## src/rtl/hazard_pipeline_regs_if.sv

```systemverilog
// hazard_pipeline_regs_if: pipeline-register bus between fetch/decode/hazard logic and the tag chain
interface hazard_pipeline_regs_if #(parameter int REG_W = 5, parameter int INSTR_W = 32, parameter int CNT_W = 16);
  logic [INSTR_W-1:0] IF_Instr;
  logic               IF_ID_Pipeline_Enable;
  logic               ID_Control_NOP;
  logic               ID_Flush;
  logic               ID_RegWrite;
  logic               ID_MemRead;
  logic               ID_MemWrite;
  logic               ID_MemtoReg;
  logic [REG_W-1:0]   ID_Write_Reg;
  logic [INSTR_W-1:0] IF_ID_Instr;
  logic               IF_ID_Valid;
  logic [REG_W-1:0]   IF_ID_Reg_Rs;
  logic [REG_W-1:0]   IF_ID_Reg_Rt;
  logic               ID_EX_RegWrite;
  logic               ID_EX_MemRead;
  logic               ID_EX_MemWrite;
  logic               ID_EX_MemtoReg;
  logic [REG_W-1:0]   ID_EX_Reg_Rs;
  logic [REG_W-1:0]   ID_EX_Reg_Rt;
  logic [REG_W-1:0]   ID_EX_Reg_Rd;
  logic               EX_MEM_RegWrite;
  logic               EX_MEM_MemWrite;
  logic               EX_MEM_MemtoReg;
  logic [REG_W-1:0]   EX_MEM_Reg_Rs;
  logic [REG_W-1:0]   EX_MEM_Reg_Rt;
  logic [REG_W-1:0]   EX_MEM_Reg_Rd;
  logic               MEM_WB_RegWrite;
  logic               MEM_WB_MemtoReg;
  logic [REG_W-1:0]   MEM_WB_Reg_Rt;
  logic [REG_W-1:0]   MEM_WB_Reg_Rd;
  logic [CNT_W-1:0]   Stall_Count;
  logic [CNT_W-1:0]   Flush_Count;
  modport master (
    output IF_Instr, IF_ID_Pipeline_Enable, ID_Control_NOP, ID_Flush,
           ID_RegWrite, ID_MemRead, ID_MemWrite, ID_MemtoReg, ID_Write_Reg,
    input  IF_ID_Instr, IF_ID_Valid, IF_ID_Reg_Rs, IF_ID_Reg_Rt,
           ID_EX_RegWrite, ID_EX_MemRead, ID_EX_MemWrite, ID_EX_MemtoReg,
           ID_EX_Reg_Rs, ID_EX_Reg_Rt, ID_EX_Reg_Rd,
           EX_MEM_RegWrite, EX_MEM_MemWrite, EX_MEM_MemtoReg,
           EX_MEM_Reg_Rs, EX_MEM_Reg_Rt, EX_MEM_Reg_Rd,
           MEM_WB_RegWrite, MEM_WB_MemtoReg, MEM_WB_Reg_Rt, MEM_WB_Reg_Rd,
           Stall_Count, Flush_Count
  );
  modport slave (
    input  IF_Instr, IF_ID_Pipeline_Enable, ID_Control_NOP, ID_Flush,
           ID_RegWrite, ID_MemRead, ID_MemWrite, ID_MemtoReg, ID_Write_Reg,
    output IF_ID_Instr, IF_ID_Valid, IF_ID_Reg_Rs, IF_ID_Reg_Rt,
           ID_EX_RegWrite, ID_EX_MemRead, ID_EX_MemWrite, ID_EX_MemtoReg,
           ID_EX_Reg_Rs, ID_EX_Reg_Rt, ID_EX_Reg_Rd,
           EX_MEM_RegWrite, EX_MEM_MemWrite, EX_MEM_MemtoReg,
           EX_MEM_Reg_Rs, EX_MEM_Reg_Rt, EX_MEM_Reg_Rd,
           MEM_WB_RegWrite, MEM_WB_MemtoReg, MEM_WB_Reg_Rt, MEM_WB_Reg_Rd,
           Stall_Count, Flush_Count
  );
endinterface

```

## src/rtl/hazard_pipeline_regs.sv

```systemverilog
// hazard_pipeline_regs: IF/ID->ID/EX->EX/MEM->MEM/WB hazard-tag chain; STALL_COUNTER_EN adds saturating stall/flush counters
module hazard_pipeline_regs #(parameter int REG_W = 5, parameter int INSTR_W = 32, parameter int CNT_W = 16) (
  input logic clk,
  input logic reset,
  hazard_pipeline_regs_if.slave p
);
  logic bub;
  assign bub = p.ID_Control_NOP | ~p.IF_ID_Valid;
  assign p.IF_ID_Reg_Rs = p.IF_ID_Instr[21 +: REG_W];
  assign p.IF_ID_Reg_Rt = p.IF_ID_Instr[16 +: REG_W];
  // IF/ID: a stall freezes the stage (and the stalled branch's flush), otherwise flush squashes or fetch loads
  always_ff @(posedge clk or posedge reset)
    if (reset) {p.IF_ID_Instr, p.IF_ID_Valid} <= '0;
    else if (p.IF_ID_Pipeline_Enable) {p.IF_ID_Instr, p.IF_ID_Valid} <= p.ID_Flush ? '0 : {p.IF_Instr, 1'b1};
  // ID/EX: bubble on NOP request or an empty IF/ID, else capture decoded control and tags
  always_ff @(posedge clk or posedge reset)
    if (reset) {p.ID_EX_RegWrite, p.ID_EX_MemRead, p.ID_EX_MemWrite, p.ID_EX_MemtoReg,
                 p.ID_EX_Reg_Rs, p.ID_EX_Reg_Rt, p.ID_EX_Reg_Rd} <= '0;
    else {p.ID_EX_RegWrite, p.ID_EX_MemRead, p.ID_EX_MemWrite, p.ID_EX_MemtoReg,
          p.ID_EX_Reg_Rs, p.ID_EX_Reg_Rt, p.ID_EX_Reg_Rd} <= bub ? '0 :
         {p.ID_RegWrite, p.ID_MemRead, p.ID_MemWrite, p.ID_MemtoReg,
          p.IF_ID_Reg_Rs, p.IF_ID_Reg_Rt, p.ID_Write_Reg};
  // EX/MEM: free-running copy of ID/EX
  always_ff @(posedge clk or posedge reset)
    if (reset) {p.EX_MEM_RegWrite, p.EX_MEM_MemWrite, p.EX_MEM_MemtoReg,
                 p.EX_MEM_Reg_Rs, p.EX_MEM_Reg_Rt, p.EX_MEM_Reg_Rd} <= '0;
    else {p.EX_MEM_RegWrite, p.EX_MEM_MemWrite, p.EX_MEM_MemtoReg,
          p.EX_MEM_Reg_Rs, p.EX_MEM_Reg_Rt, p.EX_MEM_Reg_Rd} <=
         {p.ID_EX_RegWrite, p.ID_EX_MemWrite, p.ID_EX_MemtoReg,
          p.ID_EX_Reg_Rs, p.ID_EX_Reg_Rt, p.ID_EX_Reg_Rd};
  // MEM/WB: free-running copy of EX/MEM
  always_ff @(posedge clk or posedge reset)
    if (reset) {p.MEM_WB_RegWrite, p.MEM_WB_MemtoReg, p.MEM_WB_Reg_Rt, p.MEM_WB_Reg_Rd} <= '0;
    else {p.MEM_WB_RegWrite, p.MEM_WB_MemtoReg, p.MEM_WB_Reg_Rt, p.MEM_WB_Reg_Rd} <=
         {p.EX_MEM_RegWrite, p.EX_MEM_MemtoReg, p.EX_MEM_Reg_Rt, p.EX_MEM_Reg_Rd};
`ifdef STALL_COUNTER_EN
  logic flush_apply;
  assign flush_apply = p.ID_Flush & p.IF_ID_Pipeline_Enable;
  // Event counters: bubbles and applied flushes, saturating at all-ones
  always_ff @(posedge clk or posedge reset)
    if (reset) {p.Stall_Count, p.Flush_Count} <= '0;
    else begin
      if (p.ID_Control_NOP && !(&p.Stall_Count)) p.Stall_Count <= p.Stall_Count + 1'b1;
      if (flush_apply && !(&p.Flush_Count)) p.Flush_Count <= p.Flush_Count + 1'b1;
    end
`else
  assign p.Stall_Count = '0;
  assign p.Flush_Count = '0;
`endif
endmodule
```

## src/flat_wrapper.sv

```systemverilog
// flat-port wrapper written by rule: the top's interface ports become plain ports
module hazard_pipeline_regs_flat 
#(parameter int REG_W = 5, parameter int INSTR_W = 32, parameter int CNT_W = 16)
  (clk, reset, p_IF_Instr, p_IF_ID_Pipeline_Enable, p_ID_Control_NOP, p_ID_Flush, p_ID_RegWrite, p_ID_MemRead, p_ID_MemWrite, p_ID_MemtoReg, p_ID_Write_Reg, p_IF_ID_Instr, p_IF_ID_Valid, p_IF_ID_Reg_Rs, p_IF_ID_Reg_Rt, p_ID_EX_RegWrite, p_ID_EX_MemRead, p_ID_EX_MemWrite, p_ID_EX_MemtoReg, p_ID_EX_Reg_Rs, p_ID_EX_Reg_Rt, p_ID_EX_Reg_Rd, p_EX_MEM_RegWrite, p_EX_MEM_MemWrite, p_EX_MEM_MemtoReg, p_EX_MEM_Reg_Rs, p_EX_MEM_Reg_Rt, p_EX_MEM_Reg_Rd, p_MEM_WB_RegWrite, p_MEM_WB_MemtoReg, p_MEM_WB_Reg_Rt, p_MEM_WB_Reg_Rd, p_Stall_Count, p_Flush_Count);
  hazard_pipeline_regs_if #(.REG_W(REG_W), .INSTR_W(INSTR_W), .CNT_W(CNT_W)) p_i ();
  input logic clk;
  input logic reset;
  input wire logic [$bits(p_i.IF_Instr)-1:0] p_IF_Instr;
  input wire logic [$bits(p_i.IF_ID_Pipeline_Enable)-1:0] p_IF_ID_Pipeline_Enable;
  input wire logic [$bits(p_i.ID_Control_NOP)-1:0] p_ID_Control_NOP;
  input wire logic [$bits(p_i.ID_Flush)-1:0] p_ID_Flush;
  input wire logic [$bits(p_i.ID_RegWrite)-1:0] p_ID_RegWrite;
  input wire logic [$bits(p_i.ID_MemRead)-1:0] p_ID_MemRead;
  input wire logic [$bits(p_i.ID_MemWrite)-1:0] p_ID_MemWrite;
  input wire logic [$bits(p_i.ID_MemtoReg)-1:0] p_ID_MemtoReg;
  input wire logic [$bits(p_i.ID_Write_Reg)-1:0] p_ID_Write_Reg;
  output wire logic [$bits(p_i.IF_ID_Instr)-1:0] p_IF_ID_Instr;
  output wire logic [$bits(p_i.IF_ID_Valid)-1:0] p_IF_ID_Valid;
  output wire logic [$bits(p_i.IF_ID_Reg_Rs)-1:0] p_IF_ID_Reg_Rs;
  output wire logic [$bits(p_i.IF_ID_Reg_Rt)-1:0] p_IF_ID_Reg_Rt;
  output wire logic [$bits(p_i.ID_EX_RegWrite)-1:0] p_ID_EX_RegWrite;
  output wire logic [$bits(p_i.ID_EX_MemRead)-1:0] p_ID_EX_MemRead;
  output wire logic [$bits(p_i.ID_EX_MemWrite)-1:0] p_ID_EX_MemWrite;
  output wire logic [$bits(p_i.ID_EX_MemtoReg)-1:0] p_ID_EX_MemtoReg;
  output wire logic [$bits(p_i.ID_EX_Reg_Rs)-1:0] p_ID_EX_Reg_Rs;
  output wire logic [$bits(p_i.ID_EX_Reg_Rt)-1:0] p_ID_EX_Reg_Rt;
  output wire logic [$bits(p_i.ID_EX_Reg_Rd)-1:0] p_ID_EX_Reg_Rd;
  output wire logic [$bits(p_i.EX_MEM_RegWrite)-1:0] p_EX_MEM_RegWrite;
  output wire logic [$bits(p_i.EX_MEM_MemWrite)-1:0] p_EX_MEM_MemWrite;
  output wire logic [$bits(p_i.EX_MEM_MemtoReg)-1:0] p_EX_MEM_MemtoReg;
  output wire logic [$bits(p_i.EX_MEM_Reg_Rs)-1:0] p_EX_MEM_Reg_Rs;
  output wire logic [$bits(p_i.EX_MEM_Reg_Rt)-1:0] p_EX_MEM_Reg_Rt;
  output wire logic [$bits(p_i.EX_MEM_Reg_Rd)-1:0] p_EX_MEM_Reg_Rd;
  output wire logic [$bits(p_i.MEM_WB_RegWrite)-1:0] p_MEM_WB_RegWrite;
  output wire logic [$bits(p_i.MEM_WB_MemtoReg)-1:0] p_MEM_WB_MemtoReg;
  output wire logic [$bits(p_i.MEM_WB_Reg_Rt)-1:0] p_MEM_WB_Reg_Rt;
  output wire logic [$bits(p_i.MEM_WB_Reg_Rd)-1:0] p_MEM_WB_Reg_Rd;
  output wire logic [$bits(p_i.Stall_Count)-1:0] p_Stall_Count;
  output wire logic [$bits(p_i.Flush_Count)-1:0] p_Flush_Count;
  assign p_i.IF_Instr = p_IF_Instr;
  assign p_i.IF_ID_Pipeline_Enable = p_IF_ID_Pipeline_Enable;
  assign p_i.ID_Control_NOP = p_ID_Control_NOP;
  assign p_i.ID_Flush = p_ID_Flush;
  assign p_i.ID_RegWrite = p_ID_RegWrite;
  assign p_i.ID_MemRead = p_ID_MemRead;
  assign p_i.ID_MemWrite = p_ID_MemWrite;
  assign p_i.ID_MemtoReg = p_ID_MemtoReg;
  assign p_i.ID_Write_Reg = p_ID_Write_Reg;
  assign p_IF_ID_Instr = p_i.IF_ID_Instr;
  assign p_IF_ID_Valid = p_i.IF_ID_Valid;
  assign p_IF_ID_Reg_Rs = p_i.IF_ID_Reg_Rs;
  assign p_IF_ID_Reg_Rt = p_i.IF_ID_Reg_Rt;
  assign p_ID_EX_RegWrite = p_i.ID_EX_RegWrite;
  assign p_ID_EX_MemRead = p_i.ID_EX_MemRead;
  assign p_ID_EX_MemWrite = p_i.ID_EX_MemWrite;
  assign p_ID_EX_MemtoReg = p_i.ID_EX_MemtoReg;
  assign p_ID_EX_Reg_Rs = p_i.ID_EX_Reg_Rs;
  assign p_ID_EX_Reg_Rt = p_i.ID_EX_Reg_Rt;
  assign p_ID_EX_Reg_Rd = p_i.ID_EX_Reg_Rd;
  assign p_EX_MEM_RegWrite = p_i.EX_MEM_RegWrite;
  assign p_EX_MEM_MemWrite = p_i.EX_MEM_MemWrite;
  assign p_EX_MEM_MemtoReg = p_i.EX_MEM_MemtoReg;
  assign p_EX_MEM_Reg_Rs = p_i.EX_MEM_Reg_Rs;
  assign p_EX_MEM_Reg_Rt = p_i.EX_MEM_Reg_Rt;
  assign p_EX_MEM_Reg_Rd = p_i.EX_MEM_Reg_Rd;
  assign p_MEM_WB_RegWrite = p_i.MEM_WB_RegWrite;
  assign p_MEM_WB_MemtoReg = p_i.MEM_WB_MemtoReg;
  assign p_MEM_WB_Reg_Rt = p_i.MEM_WB_Reg_Rt;
  assign p_MEM_WB_Reg_Rd = p_i.MEM_WB_Reg_Rd;
  assign p_Stall_Count = p_i.Stall_Count;
  assign p_Flush_Count = p_i.Flush_Count;
  hazard_pipeline_regs #(.REG_W(REG_W), .INSTR_W(INSTR_W), .CNT_W(CNT_W)) u_core (.clk(clk), .reset(reset), .p(p_i));
endmodule
```

## config.mk

```make
export PLATFORM = sky130hd
export DESIGN_NAME = hazard_pipeline_regs_flat
export DESIGN_NICKNAME = d
export VERILOG_FILES = /design/src/rtl/hazard_pipeline_regs_if.sv /design/src/rtl/hazard_pipeline_regs.sv /design/src/flat_wrapper.sv
export SDC_FILE = /design/constraint.sdc
export NUM_CORES = 1
export LEC_CHECK = 0
export CORE_MARGIN = 2
export CORE_UTILIZATION = 40
export CTS_CLUSTER_SIZE = 10
export DETAILED_ROUTE_END_ITERATION = 10
export GPL_TIMING_DRIVEN = 1
export PLACE_DENSITY = 0.85
export SLEW_MARGIN = 20
export SYNTH_ARGS = -nofsm -noshare
export SYNTH_HDL_FRONTEND = slang
export SYNTH_SLANG_ARGS = --single-unit
```

## constraint.sdc

```tcl
create_clock -name clk -period 5.12 [get_ports clk]
set_input_delay 1.536 -clock clk [delete_from_list [all_inputs] [get_ports clk]]
set_output_delay 1.536 -clock clk [all_outputs]
set_load 0.01 [all_outputs]
```

Yosys cells after proc, flatten, opt, wreduce, memory -nomap -nowiden. Cells that the tools add are included.

Add/subtract/negate cells: 0. $mul: 0. Div/mod/pow operators: 0. $lt $le $gt $ge: 0. Equality and inequality tests: 0. Shifts and indexed selects: 0. Multiplexer cells: 2. Bitwise logic cells: 2. Reduce and logical (&&, ||, !) cells: 0.

Operators with widths (number): $mux 33 (1); $mux 19 (1); $not 1->1 (1); $or 1x1->1 (1).

Register bits: 82. Bits in latches: 0. Memory bits (writable): 0. Memory bits (read-only): 0. Input bits: 46. Output and inout bits: 124. Logic and storage cells: 23. Memories: 0.

Logic depth before layout (Yosys ltp). Gate-level depths: netlist of the first run.

Depth after elaboration: 3. Depth in mapped cells: 4. Mapped depth without buffers: 2.

Worst setup path after synthesis of the first run. No wires, ideal clock.

Path type: input to register. Start: input p_IF_ID_Pipeline_Enable. End: register u_core.p.IF_ID_Instr[16]. Library setup time: 0.121 ns. Data arrival time: 2.041 ns. Data required time: 4.999 ns. Setup slack: 2.958 ns. Cell stages on the path: 4. Path through: nor2b_4 -> buf_6 -> buf_6 -> a22o_1.

RTL lines: start, declared (RTL line flat_wrapper.sv:9) `input wire logic [$bits(p_i.IF_ID_Pipeline_Enable)-1:0] p_IF_ID_Pipeline_Enable;`; end signal, assigned (RTL line hazard_pipeline_regs.sv:14) `else if (p.IF_ID_Pipeline_Enable) {p.IF_ID_Instr, p.IF_ID_Valid} <= p.ID_Flush ? '0 : {p.IF_Instr, 1'b1};`; end, declared (RTL line hazard_pipeline_regs_if.sv:49) `output IF_ID_Instr, IF_ID_Valid, IF_ID_Reg_Rs, IF_ID_Reg_Rt,`.

Final worst setup path of the first run.
Start: register u_core.p.IF_ID_Instr[16]. End: output p_IF_ID_Instr[16].

RTL lines: end, declared (RTL line flat_wrapper.sv:17) `output wire logic [$bits(p_i.IF_ID_Instr)-1:0] p_IF_ID_Instr;`.

No word-level cell between the ends.

==> results of run 1 <==
-- layout by cell type (no fill, tap or decap), drive strengths merged --
cell type	netlist	final
clkdlybuf4s50	0	137
dfrtp	82	82
conb	1	32
a22o	31	31
and2	19	19
clkbuf	1	12
clkinvlp	0	2
inv	2	2
nand2	1	1
o2bb2ai	1	1
nor2b	1	1
and2b	1	1
a21o	1	1
clkinv	0	1
bufinv	0	1
buf	49	1
-- through the flow --
stage	worst slack, ps	instances	area (sq um)	util, %
global placement	2140	405	4110	59.9
global route	2170	421	4320	62.9
finish	2230	421	4320	62.9
detailed placement	2080	405	4110	59.9
CTS	2190	421	4320	62.9
floorplan	1480	221	2990	-
-- sequential cells by signal (all words and copies together) (netlist names) --
signal,count
u_core.p.IF_ID_Instr,32
u_core.p.EX_MEM_Reg_Rd,5
u_core.p.EX_MEM_Reg_Rs,5
u_core.p.EX_MEM_Reg_Rt,5
u_core.p.ID_EX_Reg_Rd,5
u_core.p.ID_EX_Reg_Rs,5
u_core.p.ID_EX_Reg_Rt,5
u_core.p.MEM_WB_Reg_Rd,5
u_core.p.MEM_WB_Reg_Rt,5
u_core.p.EX_MEM_MemWrite,1
u_core.p.EX_MEM_MemtoReg,1
u_core.p.EX_MEM_RegWrite,1
u_core.p.ID_EX_MemRead,1
u_core.p.ID_EX_MemWrite,1
u_core.p.ID_EX_MemtoReg,1
u_core.p.ID_EX_RegWrite,1
u_core.p.IF_ID_Valid,1
u_core.p.MEM_WB_MemtoReg,1
u_core.p.MEM_WB_RegWrite,1
-- layout make-up --
class / instances / area (sq um)
fill: 549 / 2550
sequential: 82 / 2050
timing repair buffer: 138 / 1380
multi-input combinational: 87 / 554
clock buffer: 12 / 155
tap: 96 / 120
clock inverter: 4 / 50.0
inverter: 2 / 10.0
-- power by group --
| group | total (W) | internal (W) | leakage (nW) | switching [W] |
|---|---|---|---|---|
| logic | 0.000198 | 0.000116 | 0.815 | 0.0000819 |
| registers | 0.000702 | 0.000681 | 1.10 | 0.0000212 |
| clock network | 0.000469 | 0.000251 | 0.0986 | 0.000218 |
| total | 0.00137 | 0.00105 | 2.01 | 0.000321 |
-- per-layer routing --
metal | up-vias | track usage [%]
met5 | - | 0
met4 | 0 | 5.37
met3 | 7 | 8.30
met2 | 110 | 26.0
met1 | 864 | 18.5
li1 | 820 | -
-- logic make-up (layout without fill, tap and decap cells) --
| family | count (synthesis) | after routing | share of synthesized area [%] |
|---|---|---|---|
| AND/OR/NAND/NOR | 22 | 22 | 5.09 |
| flip-flops | 82 | 82 | 71.3 |
| buffers and inverters | 52 | 156 | 13.5 |
| AO/OA/AOI/OAI | 33 | 33 | 10.0 |
| other | 1 | 32 | 0.130 |
-- final timing paths --
check | startpoint | to | slack [ps] | depth (start not counted)
setup / recovery | u_core.p.IF_ID_Instr[16] | p_IF_ID_Instr[16] | 2230 | 1
hold / removal | u_core.p.ID_EX_Reg_Rt[1] | u_core.p.EX_MEM_Reg_Rt[1] | 380 | 0
setup reg to reg | u_core.p.IF_ID_Valid | u_core.p.ID_EX_Reg_Rt[3] | 4200 | 2
hold reg to reg | u_core.p.ID_EX_Reg_Rt[1] | u_core.p.EX_MEM_Reg_Rt[1] | 380 | 0
max in group asynchronous | reset | u_core.p.IF_ID_Instr[1] | 2690 | 3
min in group asynchronous | reset | u_core.p.MEM_WB_Reg_Rt[1] | 1710 | 2
==> flow_summary_export.csv, run 1 <==
group,metric,value,unit
outcome,run_status,"complete, no violations",
setup_path,critical-path-top-delay-family,"buffers and inverters",
placement,portBuffers,137,
sta,finClkSkew,6.72,ps
route,routed-via-count,1801,
global_routing,grt_start_max_net_pins,69,
setup_path,worstSetupEndpointType,"primary output",
synth,synth_largest_area_cell,"sky130_fd_sc_hd__dfrtp_1",
cts,post-cts-setup-buffer-count,0,
setup_path,critical_path.max_stage_delay,580,ps
sta,max_freq,0.346,GHz
cts,cts_made_buffers,9,
route,detailedRoute.firstIterationViolations,73,
route,drc,0,
final_layout,diodes_inserted,0,
cts,cts_tree,"yes",
cts,clock-root-buffer,"sky130_fd_sc_hd__clkbuf_8",
setup_path,critical-path-slowest-cell,"sky130_fd_sc_hd__clkdlybuf4s50_1",
hold_path,min_path_type,"register to register",
synth,postSynthAreaPerCell,15.1,sq um
placement,routabilityCongestion,0.706,
synth,synthMostInstantiatedCell,"sky130_fd_sc_hd__dfrtp_1",
placement,dpl.hpwl,4580,um
synth,synth-warning-count,0,
global_routing,gr-usage-all-layers,16.1,%
synth,synth_commonest_cells,"82 x sky130_fd_sc_hd__dfrtp_1, 42 x sky130_fd_sc_hd__buf_4, 31 x sky130_fd_sc_hd__a22o_1",
sta,unrepaired_setup_endpoints_after_global_routing,"false",
setup_path,cp.buffers_inverters,1,
sta,max-slew-margin-rel,37.3,%
cts,clock_sinks,82,
final_layout,drive_gt1_share,5.85,%
route,route.met2.wl,3080,um
route,ant_nets,0,
setup_path,path_cells,"clkdlybuf4s50_1",
synth,synth.lib_cells_used.distinct,14,
power_and_ir_drop,p_leak,2.01,nW
global_routing,grt.overflow.total,0,
synth,yosys_most_used_dff,"sky130_fd_sc_hd__dfrtp_1",
setup_path,nature_of_the_critical_path_startpoint,"register",
power_and_ir_drop,ir_worst_vdd,0.198,mV
synth,synth.top_cells.by_area,"sky130_fd_sc_hd__dfrtp_1 71%, sky130_fd_sc_hd__buf_4 11%, sky130_fd_sc_hd__a22o_1 9.4%",
route,first_pass_iters,4,
sta,transition_at_the_pin_with_the_smallest_max_transition_slack,940,ps
floorplan,initial_core_util,41.9,%
setup_path,max_fanout_on_critical_path,4,
route,route.detailed.wl_per_inst,14.6,um
cts,cts.hold.buffers_added,0,
cts,cts_buffer_depth,2,
sta,finalHoldViolCount,0,
route,avg_vias_per_cell,4.28,
power_and_ir_drop,finalPower,0.00137,W
cts,clkTransAtPathRegs,80,ps
floorplan,dieArea,0.00789,sq mm
synth,netlist_area,0.00288,sq mm
run,maxCapViolCount,0,
synth,ys_seq_elements,82,
route,routed_wl,6160,um
floorplan,io-pin-count,170,
floorplan,die_x,88.8,um
floorplan,placement_rows,30,
route,met1Wirelength,2300,um
sta,finalCritPeriodShare,56.5,%
global_routing,grt_first_pass_wirelength,9330,um
floorplan,die_height,88.8,um
synth,synth-async-reset-ratio,100,%
setup_path,timing.critical_path.required,3580,ps
sta,finalSetupViolations,0,
setup_path,arrival,1360,ps
sta,final.setup.tns,0,ps
route,top_signal_layer_used,"met4",
floorplan,core_area,0.00687,sq mm
synth,synthDominantCellAreaShare,71.3,%
final_layout,syn_to_final_growth,50.1,%
route,routed-wl-met3,697,um
global_routing,via_count_of_the_first_global_routing_pass,1875,
cts,clock_latency,340,ps
setup_path,worstSetupPathType,"register to primary output",
synth,synth-edff-count,0,
cts,quantity_of_gates_resized_following_cts,0,
sta,whs,376,ps
power_and_ir_drop,cellPowerDensity,317,mW/mm^2
global_routing,antenna_found_initial,0,
sta,min_period,2890,ps
sta,drv_slew,0,
cts,h-tree-depth,3,
final_layout,nets,366,
synth,yosysSeqAreaShare,71.3,%
synth,postSynthCellCount,190,
Power figures use the tool's default switching activity.
==> run 2, diff against run 1 <==
Settings changed: CORE_UTILIZATION 40 to 37, PLACE_DENSITY 0.85 to 0.79.
Clock period 5.12 ns to 2.69 ns, I/O delays scaled along.
==> run 2 against run 1 <==
Compared with the run above: wire length shrank 5.2%; clock-buffer cell count shrank 2; combinational power grew 91%; largest cell class unchanged; die area grew 7.7%; clock skew grew 0.98 ps; first-iteration DRC count shrank 38%; global-route usage shrank 1.6 points; critical endpoint is now p_IF_ID_Reg_Rt[1]; highest routed layer unchanged; total power grew 86%; clock power grew 76%; worst hold slack lost 4.4 ps; worst setup slack lost 1700 ps.
==> flow_summary_export.csv, run 2 (synthesis gave the netlist of run 1 again) <==
group,metric,value,unit
outcome,run_status,"complete, no violations",
final_layout,largest_register_ff_count,32,
global_routing,via_count_of_the_first_global_routing_pass,1858,
power_and_ir_drop,finalPower,0.00254,W
setup_path,endpoint,"p_IF_ID_Reg_Rt[1]",
final_layout,final_common_cell,"sky130_fd_sc_hd__clkdlybuf4s50_1",
route,first_pass_iters,4,
global_routing,antenna_found_initial,0,
route,route.detailed.wl_per_inst,13.7,um
global_routing,grt_start_max_net_pins,83,
route,ant_nets,0,
global_routing,grt.overflow.total,0,
hold_path,min_path_type,"register to register",
route,routed-via-count,1817,
sta,finalSetupViolations,0,
placement,portBuffers,137,
placement,routabilityCongestion,0.683,
route,routed_wl,5830,um
global_routing,grt_first_pass_wirelength,9430,um
final_layout,post_layout_nonfiller_instances,425,
power_and_ir_drop,p_leak,2.01,nW
setup_path,critical_path.reg2reg.endpoint,"u_core.p.ID_EX_Reg_Rt[0]",
route,drc,0,
sta,finalHoldViolCount,0,
sta,finalCritPeriodShare,81.1,%
run,maxCapViolCount,0,
sta,finClkSkew,7.70,ps
final_layout,area.sequential,0.00205,sq mm
setup_path,path_cells,"clkdlybuf4s50_1",
sta,final.setup.tns,0,ps
floorplan,core_area,0.00765,sq mm
floorplan,initial_core_util,37.6,%
floorplan,die_height,92.2,um
final_layout,footprint_of_the_multi_input_gates,554,sq um
setup_path,critical-path-slowest-cell,"sky130_fd_sc_hd__clkdlybuf4s50_1",
cts,h-tree-depth,3,
placement,dpl.hpwl,4240,um
setup_path,reg_to_reg_startpoint,"u_core.p.IF_ID_Valid",
floorplan,io-pin-count,170,
sta,min_period,2180,ps
setup_path,nature_of_the_critical_path_startpoint,"register",
floorplan,dieArea,0.00850,sq mm
cts,cts.hold.buffers_added,0,
floorplan,placement_rows,32,
setup_path,critical-path-top-delay-family,"buffers and inverters",
route,avg_vias_per_cell,4.28,
route,detailedRoute.firstIterationViolations,45,
setup_path,worstSetupPathDepth,1,
cts,cts_buffer_depth,2,
placement,numPlacedInstances,412,
setup_path,timing.critical_path.required,1880,ps
power_and_ir_drop,cellPowerDensity,588,mW/mm^2
final_layout,fillerInstances,638,
sta,transition_at_the_pin_with_the_smallest_max_transition_slack,971,ps
setup_path,beginning_of_the_critical_path,"u_core.p.IF_ID_Instr[17]",
setup_path,r2r_cells,2,
cts,cts_made_buffers,9,
cts,post-cts-setup-buffer-count,0,
final_layout,most-common-layout-cells,"137 x sky130_fd_sc_hd__clkdlybuf4s50_1, 82 x sky130_fd_sc_hd__dfrtp_1, 32 x sky130_fd_sc_hd__conb_1",
setup_path,arrival,1370,ps
final_layout,syn_to_final_growth,50.3,%
cts,clkTransAtPathRegs,80,ps
sta,max_freq,0.458,GHz
setup_path,reg2reg_setup_slack,1750,ps
floorplan,die_x,92.2,um
cts,clock-root-buffer,"sky130_fd_sc_hd__clkbuf_8",
global_routing,gr-usage-all-layers,14.4,%
setup_path,max_fanout_on_critical_path,4,
power_and_ir_drop,ir_worst_vdd,0.264,mV
cts,quantity_of_gates_resized_following_cts,0,
final_layout,diodes_inserted,0,
final_layout,drive_gt1_share,5.57,%
final_layout,nets,367,
cts,cts_tree,"yes",
final_layout,final_cell_area,0.00432,sq mm
placement,place_area,0.00414,sq mm
setup_path,cp.buffers_inverters,1,
sta,drv_slew,0,
sta,unrepaired_setup_endpoints_after_global_routing,"false",
cts,clock_latency,330,ps
setup_path,critical_path.max_stage_delay,590,ps
sta,max-slew-margin-rel,35.2,%
cts,clock_sinks,82,
setup_path,worstSetupPathType,"register to primary output",
setup_path,worstSetupEndpointType,"primary output",
==> run 2: report_power, final <==
group	switching (W)	internal, W	leakage, nW	total (W)
Combinational	0.000155	0.000223	0.820	0.000378
Clock	0.000389	0.000437	0.0901	0.000826
Sequential	0.0000407	0.00130	1.10	0.00134
==> run 2: final cells by class <==
type,instances,share of cell area (%)
inverters,2,0.260
clock buffers,10,3.18
clock inverters,3,0.984
well taps,102,2.95
flip-flops and latches,82,47.5
repair buffers,139,32.3
multi-input cells,87,12.8
==> run 2: worst min path at each step <==
stage / start / end / slack [ps] / cells after the start
CTS: u_core.p.EX_MEM_MemtoReg / u_core.p.MEM_WB_MemtoReg / 380 / 0
finish: u_core.p.ID_EX_Reg_Rd[2] / u_core.p.EX_MEM_Reg_Rd[2] / 370 / 0
global route: u_core.p.ID_EX_Reg_Rs[3] / u_core.p.EX_MEM_Reg_Rs[3] / 390 / 0
floorplan: u_core.p.ID_EX_MemWrite / u_core.p.EX_MEM_MemWrite / 420 / 0
detailed placement: u_core.p.EX_MEM_MemtoReg / u_core.p.MEM_WB_MemtoReg / 360 / 0
global placement: u_core.p.EX_MEM_Reg_Rt[0] / u_core.p.MEM_WB_Reg_Rt[0] / 360 / 0
==> run 2: routing by layer <==
metal	part of all wire [%]	track usage (%)	wire length (um)	up-vias
met4	1.3	5.60	78	0
li1	-	-	-	825
met2	49	22.3	2850	103
met1	42	18.3	2470	882
met5	0	0	0	-
met3	7.4	5.75	430	7
==> run 2: stage by stage <==
stage,worst slack [ps],utilization (%),hold WS [ps]
CTS,466,56.5,377
global route,439,56.5,393
detailed placement,385,54.2,360
floorplan,945,-,416
finish,509,56.5,371
global placement,420,54.2,361
==> run 3, diff against run 2 <==
Clock period 2.69 ns to 2.03 ns, I/O delays scaled along.
==> run 3 against run 2 <==
Compared with the run above: global-route usage about the same; highest routed layer unchanged; worst hold slack improved by 2.1 ps; worst setup slack got worse by 440 ps; first-iteration DRC count up 8.9%; die area unchanged; combinational power increased by 32%; clock-buffer cell count is 3 higher; clock skew is 2.4 ps lower; cell area rose by 0.35%; flip-flop and latch count stayed put; critical path depth unchanged; core utilization grew 0.20 points.
==> flow_summary_export.csv, run 3 (synthesis gave the netlist of run 1 again) <==
group,metric,value,unit
outcome,run_status,"complete, no violations",
setup_path,worstSetupEndpointType,"primary output",
placement,routabilityCongestion,0.701,
cts,clock_latency,330,ps
sta,finalSetupViolations,0,
final_layout,largest_register_ff_count,32,
setup_path,timing.critical_path.required,1420,ps
cts,cts_made_buffers,9,
floorplan,io-pin-count,170,
cts,cts.hold.buffers_added,0,
setup_path,beginning_of_the_critical_path,"u_core.p.IF_ID_Instr[18]",
global_routing,antenna_found_initial,0,
setup_path,worstSetupPathType,"register to primary output",
route,drc,0,
sta,finClkSkew,5.30,ps
setup_path,nature_of_the_critical_path_startpoint,"register",
power_and_ir_drop,cellPowerDensity,781,mW/mm^2
setup_path,reg_to_reg_startpoint,"u_core.p.IF_ID_Valid",
cts,clock-root-buffer,"sky130_fd_sc_hd__clkbuf_8",
cts,post-cts-setup-buffer-count,0,
global_routing,grt_first_pass_wirelength,9380,um
hold_path,min_path_type,"register to register",
placement,numPlacedInstances,413,
global_routing,grt.overflow.total,0,
global_routing,via_count_of_the_first_global_routing_pass,1893,
floorplan,core_area,0.00765,sq mm
cts,cts_buffer_depth,2,
cts,cts_tree,"yes",
run,maxCapViolCount,0,
setup_path,path_cells,"clkdlybuf4s50_1",
setup_path,arrival,1350,ps
hold_path,min-delay-start,"u_core.p.ID_EX_Reg_Rd[2]",
sta,final.setup.tns,0,ps
power_and_ir_drop,p_leak,2.01,nW
final_layout,drive_gt1_share,5.83,%
global_routing,grt_start_max_net_pins,83,
setup_path,critical-path-top-delay-family,"buffers and inverters",
sta,drv_slew,0,
floorplan,initial_core_util,37.6,%
sta,finalHoldViolCount,0,
placement,portBuffers,137,
floorplan,placement_rows,32,
final_layout,syn_to_final_growth,50.8,%
setup_path,critical-path-slowest-cell,"sky130_fd_sc_hd__clkdlybuf4s50_1",
route,routed-via-count,1838,
final_layout,fillerInstances,639,
sta,finalCritPeriodShare,96.4,%
cts,clock_sinks,82,
sta,min_period,1960,ps
sta,unrepaired_setup_endpoints_after_global_routing,"false",
setup_path,cp.buffers_inverters,1,
floorplan,die_height,92.2,um
cts,quantity_of_gates_resized_following_cts,0,
floorplan,dieArea,0.00850,sq mm
final_layout,diodes_inserted,0,
cts,clkTransAtPathRegs,70,ps
final_layout,post_layout_nonfiller_instances,428,
setup_path,critical_path.max_stage_delay,580,ps
sta,max_freq,0.511,GHz
placement,dpl.hpwl,4350,um
route,avg_vias_per_cell,4.29,
route,detailedRoute.firstIterationViolations,49,
final_layout,nets,368,
final_layout,most-common-layout-cells,"137 x sky130_fd_sc_hd__clkdlybuf4s50_1, 81 x sky130_fd_sc_hd__dfrtp_1, 32 x sky130_fd_sc_hd__conb_1",
floorplan,die_x,92.2,um
cts,h-tree-depth,3,
power_and_ir_drop,ir_worst_vdd,0.393,mV
route,ant_nets,0,
route,route.detailed.wl_per_inst,13.8,um
setup_path,max_fanout_on_critical_path,4,
route,first_pass_iters,4,
route,routed_wl,5910,um
sta,max-slew-margin-rel,54.6,%
final_layout,final_common_cell,"sky130_fd_sc_hd__clkdlybuf4s50_1",
global_routing,gr-usage-all-layers,14.4,%
sta,transition_at_the_pin_with_the_smallest_max_transition_slack,680,ps
-- run 3: cell count changes in the layout (fill, tap and decap cells not counted), sizes merged --
cell    delta
clkinv     -1
buf        +1
clkbuf     +3
-- run 3: final timing paths --
path,end,slack (ps),cells after the start
setup reg to reg,u_core.p.ID_EX_Reg_Rt[0],1100,2
max in group asynchronous,u_core.p.IF_ID_Instr[17],960,3
setup / recovery,p_IF_ID_Instr[18],70,1
hold / removal,u_core.p.EX_MEM_Reg_Rd[2],370,0
hold reg to reg,u_core.p.EX_MEM_Reg_Rd[2],370,0
min in group asynchronous,u_core.p.EX_MEM_Reg_Rt[3],750,3
-- run 3: metrics by stage --
| step | setup slack (ps) | utilization [%] | hold slack [ps] | area, sq um | power [W] |
|---|---|---|---|---|---|
| floorplan | 483 | - | 416 | 3000 | 0.00205 |
| global placement | 40.0 | 54.3 | 359 | 4150 | 0.00230 |
| detailed placement | -18.1 | 54.3 | 362 | 4150 | 0.00231 |
| CTS | 13.3 | 56.7 | 376 | 4340 | 0.00344 |
| global route | 11.6 | 56.7 | 387 | 4340 | 0.00355 |
| finish | 73.0 | 56.7 | 374 | 4340 | 0.00339 |
-- run 3: final cells by class --
cell class | instances | area, sq um | area share, %
sequential | 82 | 2050 | 47.3
multi-input combinational | 87 | 554 | 12.8
timing repair buffer | 140 | 1410 | 32.4
tap | 102 | 128 | 2.94
clock buffer | 13 | 149 | 3.43
clock inverter | 2 | 37.5 | 0.865
inverter | 2 | 11.3 | 0.260
-- run 3: routing by layer --
| layer | GRT usage, % | vias up | share of wire [%] |
|---|---|---|---|
| li1 | - | 828 | - |
| met1 | 16.7 | 887 | 39 |
| met2 | 23.7 | 106 | 51 |
| met3 | 5.92 | 17 | 7.3 |
| met4 | 5.97 | 0 | 2.3 |
| met5 | 0 | - | 0 |
-- run 3: report_power, final --
group	switching [W]	internal [W]
clock	0.000517	0.000598
sequential	0.0000551	0.00172
combinational	0.000203	0.000297
